**src/rtl/bullet_pkg.sv**
```systemverilog
// rtl/bullet_pkg.sv - shared constants for the bullet slot table
package bullet_pkg;

   // Colour codes carried in the colour field
   localparam logic [2:0] COLOR_WHITE = 3'd0;
   localparam logic [2:0] COLOR_GREEN = 3'd1;
   localparam logic [2:0] COLOR_BLUE  = 3'd2;

   // Default slot field widths
   localparam int DEF_COORD_W = 8;
   localparam int DEF_SIZE_W  = 8;
   localparam int DEF_COLOR_W = 3;
   localparam int DEF_VEL_W   = 4;

   // Field offsets inside the packed read words: pos = {x,y}, size = {w,h}
   localparam int POS_Y_LSB  = 0;
   localparam int POS_X_LSB  = DEF_COORD_W;
   localparam int SIZE_H_LSB = 0;
   localparam int SIZE_W_LSB = DEF_SIZE_W;

   // Default field boundary behaviour
   localparam int DEF_Y_LIMIT = 200;
   localparam int DEF_Y_WRAP  = 1;

endpackage

```
**src/rtl/bullet_slot_alloc.sv**
```systemverilog
// rtl/bullet_slot_alloc.sv - lowest-free slot priority encoder
module bullet_slot_alloc
   import bullet_pkg::*;
#(
   parameter int N_SLOTS = 8,
   localparam int IDX_W = $clog2(N_SLOTS)
)(
   input  logic [N_SLOTS-1:0] active,
   output logic               found,
   output logic [IDX_W-1:0]   idx
);

   // Scan from the top down so the lowest inactive slot is the last one written
   always_comb begin
      found = 1'b0;
      idx   = '0;
      for (int i = N_SLOTS - 1; i >= 0; i--) begin
         if (!active[i]) begin
            found = 1'b1;
            idx   = IDX_W'(i);
         end
      end
   end

endmodule

```
**src/rtl/bullet_pool.sv**
```systemverilog
// rtl/bullet_pool.sv - projectile slot table with spawn, tick, hit and dual read ports
module bullet_pool
   import bullet_pkg::*;
#(
   parameter int N_SLOTS   = 8,
   parameter int COORD_W   = DEF_COORD_W,
   parameter int SIZE_W    = DEF_SIZE_W,
   parameter int COLOR_W   = DEF_COLOR_W,
   parameter int VEL_W     = DEF_VEL_W,
   parameter int Y_LIMIT   = DEF_Y_LIMIT,
   parameter int Y_WRAP    = DEF_Y_WRAP,
   parameter int WRAP_MODE = 0,
   localparam int IDX_W = $clog2(N_SLOTS)
)(
   input  logic                 clk,
   input  logic                 rst_n,
   input  logic                 tick,
   input  logic                 clear_all,
   input  logic                 spawn_valid,
   output logic                 spawn_ready,
   input  logic [COORD_W-1:0]   spawn_x,
   input  logic [COORD_W-1:0]   spawn_y,
   input  logic [SIZE_W-1:0]    spawn_w,
   input  logic [SIZE_W-1:0]    spawn_h,
   input  logic [COLOR_W-1:0]   spawn_color,
   input  logic [VEL_W-1:0]     spawn_vy,
   output logic [IDX_W-1:0]     spawn_idx,
   input  logic [IDX_W-1:0]     rd_idx_a,
   output logic [2*COORD_W-1:0] pos_a,
   output logic [2*SIZE_W-1:0]  size_a,
   output logic [COLOR_W-1:0]   color_a,
   output logic                 active_a,
   input  logic [IDX_W-1:0]     rd_idx_b,
   output logic [2*COORD_W-1:0] pos_b,
   output logic [2*SIZE_W-1:0]  size_b,
   output logic [COLOR_W-1:0]   color_b,
   output logic                 active_b,
   input  logic                 hit,
   output logic [IDX_W:0]       active_count
);

   // Boundary constants at the widened y arithmetic width
   localparam logic [COORD_W:0]   Y_LIM_C  = (COORD_W+1)'(Y_LIMIT);
   localparam logic [COORD_W-1:0] Y_WRAP_C = COORD_W'(Y_WRAP);

   logic [COORD_W-1:0] x_q     [N_SLOTS];
   logic [COORD_W-1:0] y_q     [N_SLOTS];
   logic [SIZE_W-1:0]  w_q     [N_SLOTS];
   logic [SIZE_W-1:0]  h_q     [N_SLOTS];
   logic [COLOR_W-1:0] color_q [N_SLOTS];
   logic [VEL_W-1:0]   vy_q    [N_SLOTS];
   logic [N_SLOTS-1:0] active_q;

   logic [COORD_W-1:0] y_nxt [N_SLOTS];
   logic [N_SLOTS-1:0] act_nxt;
   logic [N_SLOTS-1:0] load;
   logic [IDX_W:0]     cnt_nxt;
   logic [COORD_W:0]   y_sum;
   logic               free_found;
   logic               spawn_fire;
   logic               hit_i;

   bullet_slot_alloc #(.N_SLOTS(N_SLOTS)) u_alloc (
      .active (active_q),
      .found  (free_found),
      .idx    (spawn_idx)
   );

   assign spawn_ready = free_found && !clear_all;
   assign spawn_fire  = spawn_valid && spawn_ready;

   // Per-slot next state with priority clear_all > hit > spawn > tick
   always_comb begin
      load    = '0;
      act_nxt = active_q;
      cnt_nxt = '0;
      y_sum   = '0;
      hit_i   = 1'b0;
      for (int i = 0; i < N_SLOTS; i++) begin
         y_nxt[i] = y_q[i];
         // A hit on an idle slot is a no-op so it must not mask a spawn there
         hit_i = hit && (rd_idx_b == IDX_W'(i)) && active_q[i];
         y_sum = {1'b0, y_q[i]} + (COORD_W+1)'(vy_q[i]);
         if (clear_all) begin
            act_nxt[i] = 1'b0;
         end else if (hit_i) begin
            act_nxt[i] = 1'b0;
         end else if (spawn_fire && (spawn_idx == IDX_W'(i))) begin
            load[i]    = 1'b1;
            act_nxt[i] = 1'b1;
            y_nxt[i]   = spawn_y;
         end else if (tick && active_q[i]) begin
            if (y_sum >= Y_LIM_C) begin
               if (WRAP_MODE != 0) y_nxt[i] = Y_WRAP_C;
               else                act_nxt[i] = 1'b0;
            end else begin
               y_nxt[i] = y_sum[COORD_W-1:0];
            end
         end
         cnt_nxt = cnt_nxt + (IDX_W+1)'(act_nxt[i]);
      end
   end

   // Slot storage and the registered population count
   always_ff @(posedge clk or negedge rst_n) begin
      if (!rst_n) begin
         active_q     <= '0;
         active_count <= '0;
         for (int i = 0; i < N_SLOTS; i++) begin
            x_q[i]     <= '0;
            y_q[i]     <= '0;
            w_q[i]     <= '0;
            h_q[i]     <= '0;
            color_q[i] <= '0;
            vy_q[i]    <= '0;
         end
      end else begin
         active_q     <= act_nxt;
         active_count <= cnt_nxt;
         for (int i = 0; i < N_SLOTS; i++) begin
            y_q[i] <= y_nxt[i];
            if (load[i]) begin
               x_q[i]     <= spawn_x;
               w_q[i]     <= spawn_w;
               h_q[i]     <= spawn_h;
               color_q[i] <= spawn_color;
               vy_q[i]    <= spawn_vy;
            end
         end
      end
   end

   // Two independent combinational read ports
   always_comb begin
      pos_a    = {x_q[rd_idx_a], y_q[rd_idx_a]};
      size_a   = {w_q[rd_idx_a], h_q[rd_idx_a]};
      color_a  = color_q[rd_idx_a];
      active_a = active_q[rd_idx_a];
      pos_b    = {x_q[rd_idx_b], y_q[rd_idx_b]};
      size_b   = {w_q[rd_idx_b], h_q[rd_idx_b]};
      color_b  = color_q[rd_idx_b];
      active_b = active_q[rd_idx_b];
   end

endmodule
```
**config.mk**
```make
export PLATFORM = sky130hd
export DESIGN_NAME = bullet_pool
export DESIGN_NICKNAME = d
export VERILOG_FILES = /design/src/rtl/bullet_pkg.sv /design/src/rtl/bullet_slot_alloc.sv /design/src/rtl/bullet_pool.sv
export SDC_FILE = /design/constraint.sdc
export NUM_CORES = 1
export LEC_CHECK = 0
export ABC_AREA = 0
export CORE_MARGIN = 4
export CORE_UTILIZATION = 35
export CTS_BUF_LIST = sky130_fd_sc_hd__clkbuf_4
export DETAILED_ROUTE_END_ITERATION = 8
export SYNTH_ARGS = -nofsm -noshare
export SYNTH_HDL_FRONTEND = slang
export SYNTH_SLANG_ARGS = --single-unit
export TNS_END_PERCENT = 50
```
**constraint.sdc**
```tcl
create_clock -name clk -period 5.7 [get_ports clk]
set_clock_uncertainty 0.15 [all_clocks]
set_input_delay 0.57 -clock clk [delete_from_list [all_inputs] [get_ports clk]]
set_output_delay 0.57 -clock clk [all_outputs]
set_load 0.005 [all_outputs]
```
== Word-level counts from Yosys, hierarchy flattened ==
Index checks and enable logic that the tools add are counted.

* Bits of input ports: 51
* Output and inout bits: 80
* Register bits: 324

* Bitwise logic cells: 11
* Reduce and logical (&&, ||, !) cells: 53
* Equal/unequal tests: 22
* Multiplexer cells: 138
* Add/subtract/negate cells: 15
* Magnitude comparators: 12

{| class="wikitable"
|+ Operators by type and width
! cell !! number
|-
| 8-bit 2-to-1 mux || 40
|-
| 8-bit binary-select mux with 3-bit select || 8
|-
| 1-bit 2-to-1 mux || 74
|-
| 8-bit by 4-bit adder with 9-bit output || 8
|-
| 9-bit by 8-bit greater-or-equal comparator with 1-bit output (second input constant) || 8
|-
| 3-bit 2-to-1 mux || 12
|-
| 1-bit logical AND || 34
|-
| 4-bit AND reduction || 8
|-
| 3-bit == test (second input constant) || 8
|-
| 3-bit binary-select mux with 3-bit select || 2
|-
| 4-bit by 1-bit adder with 4-bit output || 4
|-
| 2-bit != test (second input constant) || 8
|-
| 2-bit nonzero test || 8
|-
| 3-bit by 2-bit == test with 1-bit output (second input constant) || 4
|-
| 1-bit NOT || 9
|-
| 4-bit greater-or-equal comparator (second input constant) || 2
|-
| 3-bit by 4-bit < comparator with 1-bit output (second input constant) || 2
|-
| 3-bit NOT with 4-bit output || 2
|-
| 1-bit binary-select mux with 3-bit select || 2
|-
| 3-bit by 1-bit == test with 1-bit output (second input constant) || 2
|-
| 3-bit logical NOT || 2
|-
| 3-bit by 1-bit adder with 4-bit output || 1
|-
| 2-bit by 1-bit adder with 3-bit output || 1
|-
| 1-bit by 1-bit adder with 2-bit output || 1
|-
| 1-bit logical NOT || 1
|}

== Depth between registers and ports, before layout ==
* Depth in word-level cells: 21
* Gate-level depth with buffers: 17

== Cells and area by module ==
A second synthesis with hierarchy kept.

* Cell total of the unflattened synthesis: 1926
* Area, all modules: 20210.6 µm²

{| class="wikitable"
|+ Modules (own cells, without submodules)
! module !! seq. area each (µm²) !! cells an instance !! times used !! area each (µm²)
|-
| bullet_pool || 8107.8 || 1910 || 1 || 20131.8
|-
| bullet_slot_alloc || 0.0 || 16 || 1 || 78.8
|}

== Least setup slack after synthesis ==
No wires, ideal clock.

* Path kind: register -> register
* Start point: register y_q[32] (netlist bit)
* End point: register active_count[2]
* Period minus slack after synthesis: 4.565 ns
* Data arrival time: 4.293 ns
* Slack: 1.135 ns
* Path buffers: 0
* Cell stages (with the launch flop): 18
* Cell sequence: dfrtp_1 ha_1 fa_1 a21o_1 a21oi_1 o41ai_1 and3_1 o21ai_0 a21boi_0 o31a_1 fa_1 fa_1 inv_1 fa_1 ha_1 inv_1 fa_1 xnor2_1

* Word-level cells in the longest chain between the ends: 12

{| class="wikitable"
|+ Ends and longest elaborated chain
! what !! line !! text
|-
| start: declaration || bullet_pool.sv:47 || <nowiki>logic [COORD_W-1:0] y_q [N_SLOTS];</nowiki>
|-
| start signal: indexed assignment || bullet_pool.sv:121 || <nowiki>y_q[i] <= y_nxt[i];</nowiki>
|-
| 8-bit by 4-bit adder with 9-bit output || bullet_pool.sv:83 || <nowiki>y_sum = {1'b0, y_q[i]} + (COORD_W+1)'(vy_q[i]);</nowiki>
|-
| 9-bit by 8-bit greater-or-equal comparator with 1-bit output || bullet_pool.sv:93 || <nowiki>if (y_sum >= Y_LIM_C) begin</nowiki>
|-
| 1-bit 2-to-1 mux || bullet_pool.sv:93 ||
|-
| 1-bit 2-to-1 mux || bullet_pool.sv:92 || <nowiki>end else if (tick && active_q[i]) begin</nowiki>
|-
| 1-bit 2-to-1 mux || bullet_pool.sv:88 || <nowiki>end else if (spawn_fire && (spawn_idx == IDX_W'(i))) begin</nowiki>
|-
| 1-bit 2-to-1 mux || bullet_pool.sv:86 || <nowiki>end else if (hit_i) begin</nowiki>
|-
| 1-bit 2-to-1 mux || bullet_pool.sv:84 || <nowiki>if (clear_all) begin</nowiki>
|-
| 3-bit by 1-bit adder with 4-bit output || bullet_pool.sv:100 || <nowiki>cnt_nxt = cnt_nxt + (IDX_W+1)'(act_nxt[i]);</nowiki>
|-
| 4-bit by 1-bit adder with 4-bit output (4 in series) || bullet_pool.sv:100 ||
|-
| via cnt_nxt[2] || bullet_pool.sv:57 || <nowiki>logic [IDX_W:0] cnt_nxt;</nowiki>
|-
| end signal: assignment || bullet_pool.sv:119 || <nowiki>active_count <= cnt_nxt;</nowiki>
|-
| end: declaration || bullet_pool.sv:39 || <nowiki>output logic [IDX_W:0] active_count</nowiki>
|}

The timed path passes the listed nets, and every way through them passes these cells.
A chain may end at the register's enable or synchronous reset.

== Worst setup path in the final report ==
* Start point: register y_q[33] (netlist bit)
* End point: register active_count[2]

Same word-level chain as after synthesis.

==> flow_metrics.env <==
export IMPL_clk_pin_slew_ps=70
export IMPL_rsz0062_at_grt="no"
export IMPL_die_h_um=245
export IMPL_use_met3_pct=4.95
export IMPL_utilization_pct=41.2
export IMPL_ant_nets=0
export IMPL_htree_num_levels=3
export IMPL_clock_root_buffer="clkbuf_4"
export IMPL_cellPowerDensity_nw_per_um2=306
export IMPL_synth_nets=2083
export IMPL_worstPathCellList="ha_1 > a211oi_1 > nor2_1 > o41ai_1 > and3_1 > o21ai_0 > a21boi_0 > o31a_1 > fa_1 > fa_1 > inv_1 > fa_1 > ha_1 > inv_1 > fa_1 > xnor2_1"
export IMPL_yosys_warnings=0
export IMPL_gp_congestion=0.867
export IMPL_grt_use_met2_pct=32.5
export IMPL_yosys_top_cells_area="dfrtp_1 (41%), mux4_2 (17%), nand2_1 (13%), mux2_2 (6.0%), clkbuf_1 (2.4%)"
export IMPL_max_slew_margin_pct=31.3
export IMPL_peakVddDrop_mv=0.150
export IMPL_setup_viol=0
export IMPL_synth_area_um2=19600
export IMPL_maxCapViolCount=0
export IMPL_worstHoldPathType="input port to register"
export IMPL_routed_wl_mm=63.1
export IMPL_syn2layout_area_growth_pct=16.0
export IMPL_tightest_slew_ps=1030
export IMPL_grt_pass1_wl_mm=95.9
export IMPL_rows=86
export IMPL_grt_usage_pct=20.8
export IMPL_clock_path_buffers=3
export IMPL_async_flop_share_pct=100
export IMPL_avgRoutedWirePerCell_um=21.8
export IMPL_grt_start_max_net_pins=144
export IMPL_clock_latency_ps=850
export IMPL_drive_above_1_share_pct=21.4
export IMPL_dr_pass1_iters=7
export IMPL_path_buf_inv=2
export IMPL_die_area_um2=59800
export IMPL_crit_family="adder cells"
export IMPL_clock_sink_count=324
export IMPL_crit_top_cell="fa_1"
export IMPL_worstPathMaxFanout=5
export IMPL_postSynthCellCount=1985
export IMPL_timing_final_crit_share_pct=88.1
export IMPL_whs_ps=180
export IMPL_synthFlopType="dfrtp_1"
export IMPL_critPathSlowestCell="o41ai_1"
export IMPL_synth_top_area_share_pct=41.4
export IMPL_busiest_layer="met2"
export IMPL_status="finished clean"
export IMPL_critPathMaxStageDelay_ps=570
export IMPL_critPathKind="register to register"
export IMPL_post_cts_setup_buffers=0
export IMPL_initial_core_util_pct=35.5
export IMPL_vias_per_cell=5.50
export IMPL_core_area_um2=55200
export IMPL_cellLeakagePower_nw=10.7
export IMPL_synth_area_per_cell_um2=9.87
export IMPL_grt_remaining_overflow=0
export IMPL_final_hold_viol_count=0
export IMPL_dp_hpwl_mm=38.0
export IMPL_cts_tree="built"
export IMPL_via_count=15900
export IMPL_ys_seq_area_share_pct=41.4
export IMPL_synth_distinct_cells=69
export IMPL_io_pins=131
export IMPL_synth_edf_count=0
export IMPL_crit_path_end_kind="register"
export IMPL_gr_usage_met1_pct=28.8
export IMPL_cp_data_arrival_time_ps=5600
export IMPL_final_max_slew_viol_count=0
export IMPL_timing_fmax_mhz=199
export IMPL_cp_start_kind="register"
export IMPL_final_nets=2181
export IMPL_cts_buffers=92
export IMPL_grt_pass1_vias=16000
export IMPL_post_route_min_period_ps=5020
export IMPL_drc=0
export IMPL_synth_seq_cells=324
export IMPL_yosys_area_top_type="dfrtp_1"
export IMPL_drtIter0Drc=1573
export IMPL_tns_ps=0
export IMPL_worst_ep_required_time_ps=6280
export IMPL_io_buffers=130
export IMPL_antenna_found_initial=5
export IMPL_die_w_um=245
[synthesized netlist by cell type, drive strengths merged, types with 10 or more instances]
cell type  number
o21ai          65
fa             12
xor2           16
nand2         702
mux4          144
dfrtp         324
clkbuf        129
and3           10
mux2          106
a21oi          47
ha             35
mux2i          22
a21o           18
buf            27
nand2b         12
o211ai         15
xnor2          16
nand3          29
inv            30
nor3           16
or3            14
a31oi          13
nor2           64
[final timing paths]
path	start	to	slack [ps]	depth (start not counted)
setup / recovery	y_q[33]$_DFFE_PN0P_	active_count[2]$_DFF_PN0_	680	16
max in group asynchronous	rst_n	w_q[26]$_DFFE_PN0P_	3670	4
min in group asynchronous	rst_n	h_q[2]$_DFFE_PN0P_	520	3
setup reg to reg	y_q[33]$_DFFE_PN0P_	active_count[2]$_DFF_PN0_	680	16
hold reg to reg	vy_q[24]$_DFFE_PN0P_	vy_q[24]$_DFFE_PN0P_	330	2
hold / removal	rd_idx_b[1]	active_q[5]$_DFF_PN0_	180	4
[routing by layer]
metal  wire length (µm)  up-vias  part of all wire (%)
met1              27000     7982                    43
li1                   -     7164                     -
met2              29300      675                    46
met4               1670        2                   2.7
met3               5150      125                   8.2
met5                 13        -                 0.021
[cells in the final DEF (no fill, tap or decap), types with 18 or more instances in the layout]
| cell | instances |
|---|---|
| o21ai_0 | 60 |
| nand3_1 | 28 |
| mux4_2 | 144 |
| buf_4 | 29 |
| inv_1 | 30 |
| dfrtp_1 | 324 |
| clkbuf_4 | 143 |
| mux2_2 | 105 |
| nor2_1 | 62 |
| a21o_1 | 18 |
| clkdlybuf4s50_1 | 123 |
| ha_1 | 35 |
| nand2_1 | 700 |
| a21oi_1 | 47 |
| mux2i_1 | 22 |
[through the flow]
stage          total power, mW  instances  area, µm²  setup slack (ps)
2_1_floorplan             4.08       1985      19600              1130
3_3_place_gp              4.67       2734      21500               775
3_5_place_dp              4.75       2734      21500               700
4_1_cts                   7.02       2893      22700               735
5_1_grt                   7.36       2898      22700               477
6_report                  6.95       2899      22700               680
[kinds of logic after synthesis]
| kind of cell | Yosys count | synth area share, % |
|---|---|---|
| multiplexers | 272 | 23.8 |
| buffers and inverters | 186 | 3.59 |
| XOR/XNOR | 32 | 1.43 |
| adder cells (fa/ha/maj) | 47 | 3.46 |
| AO/OA/AOI/OAI | 230 | 7.59 |
| flip-flops | 324 | 41.4 |
| AND/OR/NAND/NOR | 894 | 18.7 |
[area by class of cell]
type                       instances  area (µm²)
fill                            5346       32500
timing repair buffer             160        1550
antenna                            6        15.0
tap                              748         936
inverter                          30         113
sequential                       324        8110
clock buffer                     143        1070
clock inverter                    13        97.6
multi-input combinational       1475       10800
[flip-flops by register name (all words and copies together) (netlist names)]
| register | count |
|---|---|
| active_q | 8 |
| w_q | 64 |
| y_q | 64 |
| vy_q | 32 |
| h_q | 64 |
| color_q | 24 |
| x_q | 64 |
| active_count | 4 |
[worst min-delay path, cell delays in order]
cell and delay [ps]:
buf_4 90, nand2b_1 110, o211a_1 250, a21o_1 140
[power breakdown]
part,internal (mW),switching (mW),leakage (nW)
combinational,0.930,0.827,5.67
sequential,2.63,0.339,4.29
clock,1.18,1.05,0.706
total,4.74,2.22,10.7
[what timing repair did]
| item | CTS | global route |
|---|---|---|
| hold buffers | 3 | 0 |
| resized for setup | 0 | 0 |
| hold endpoints to repair | 39 | 0 |
(Power assumes the default switching activity.)
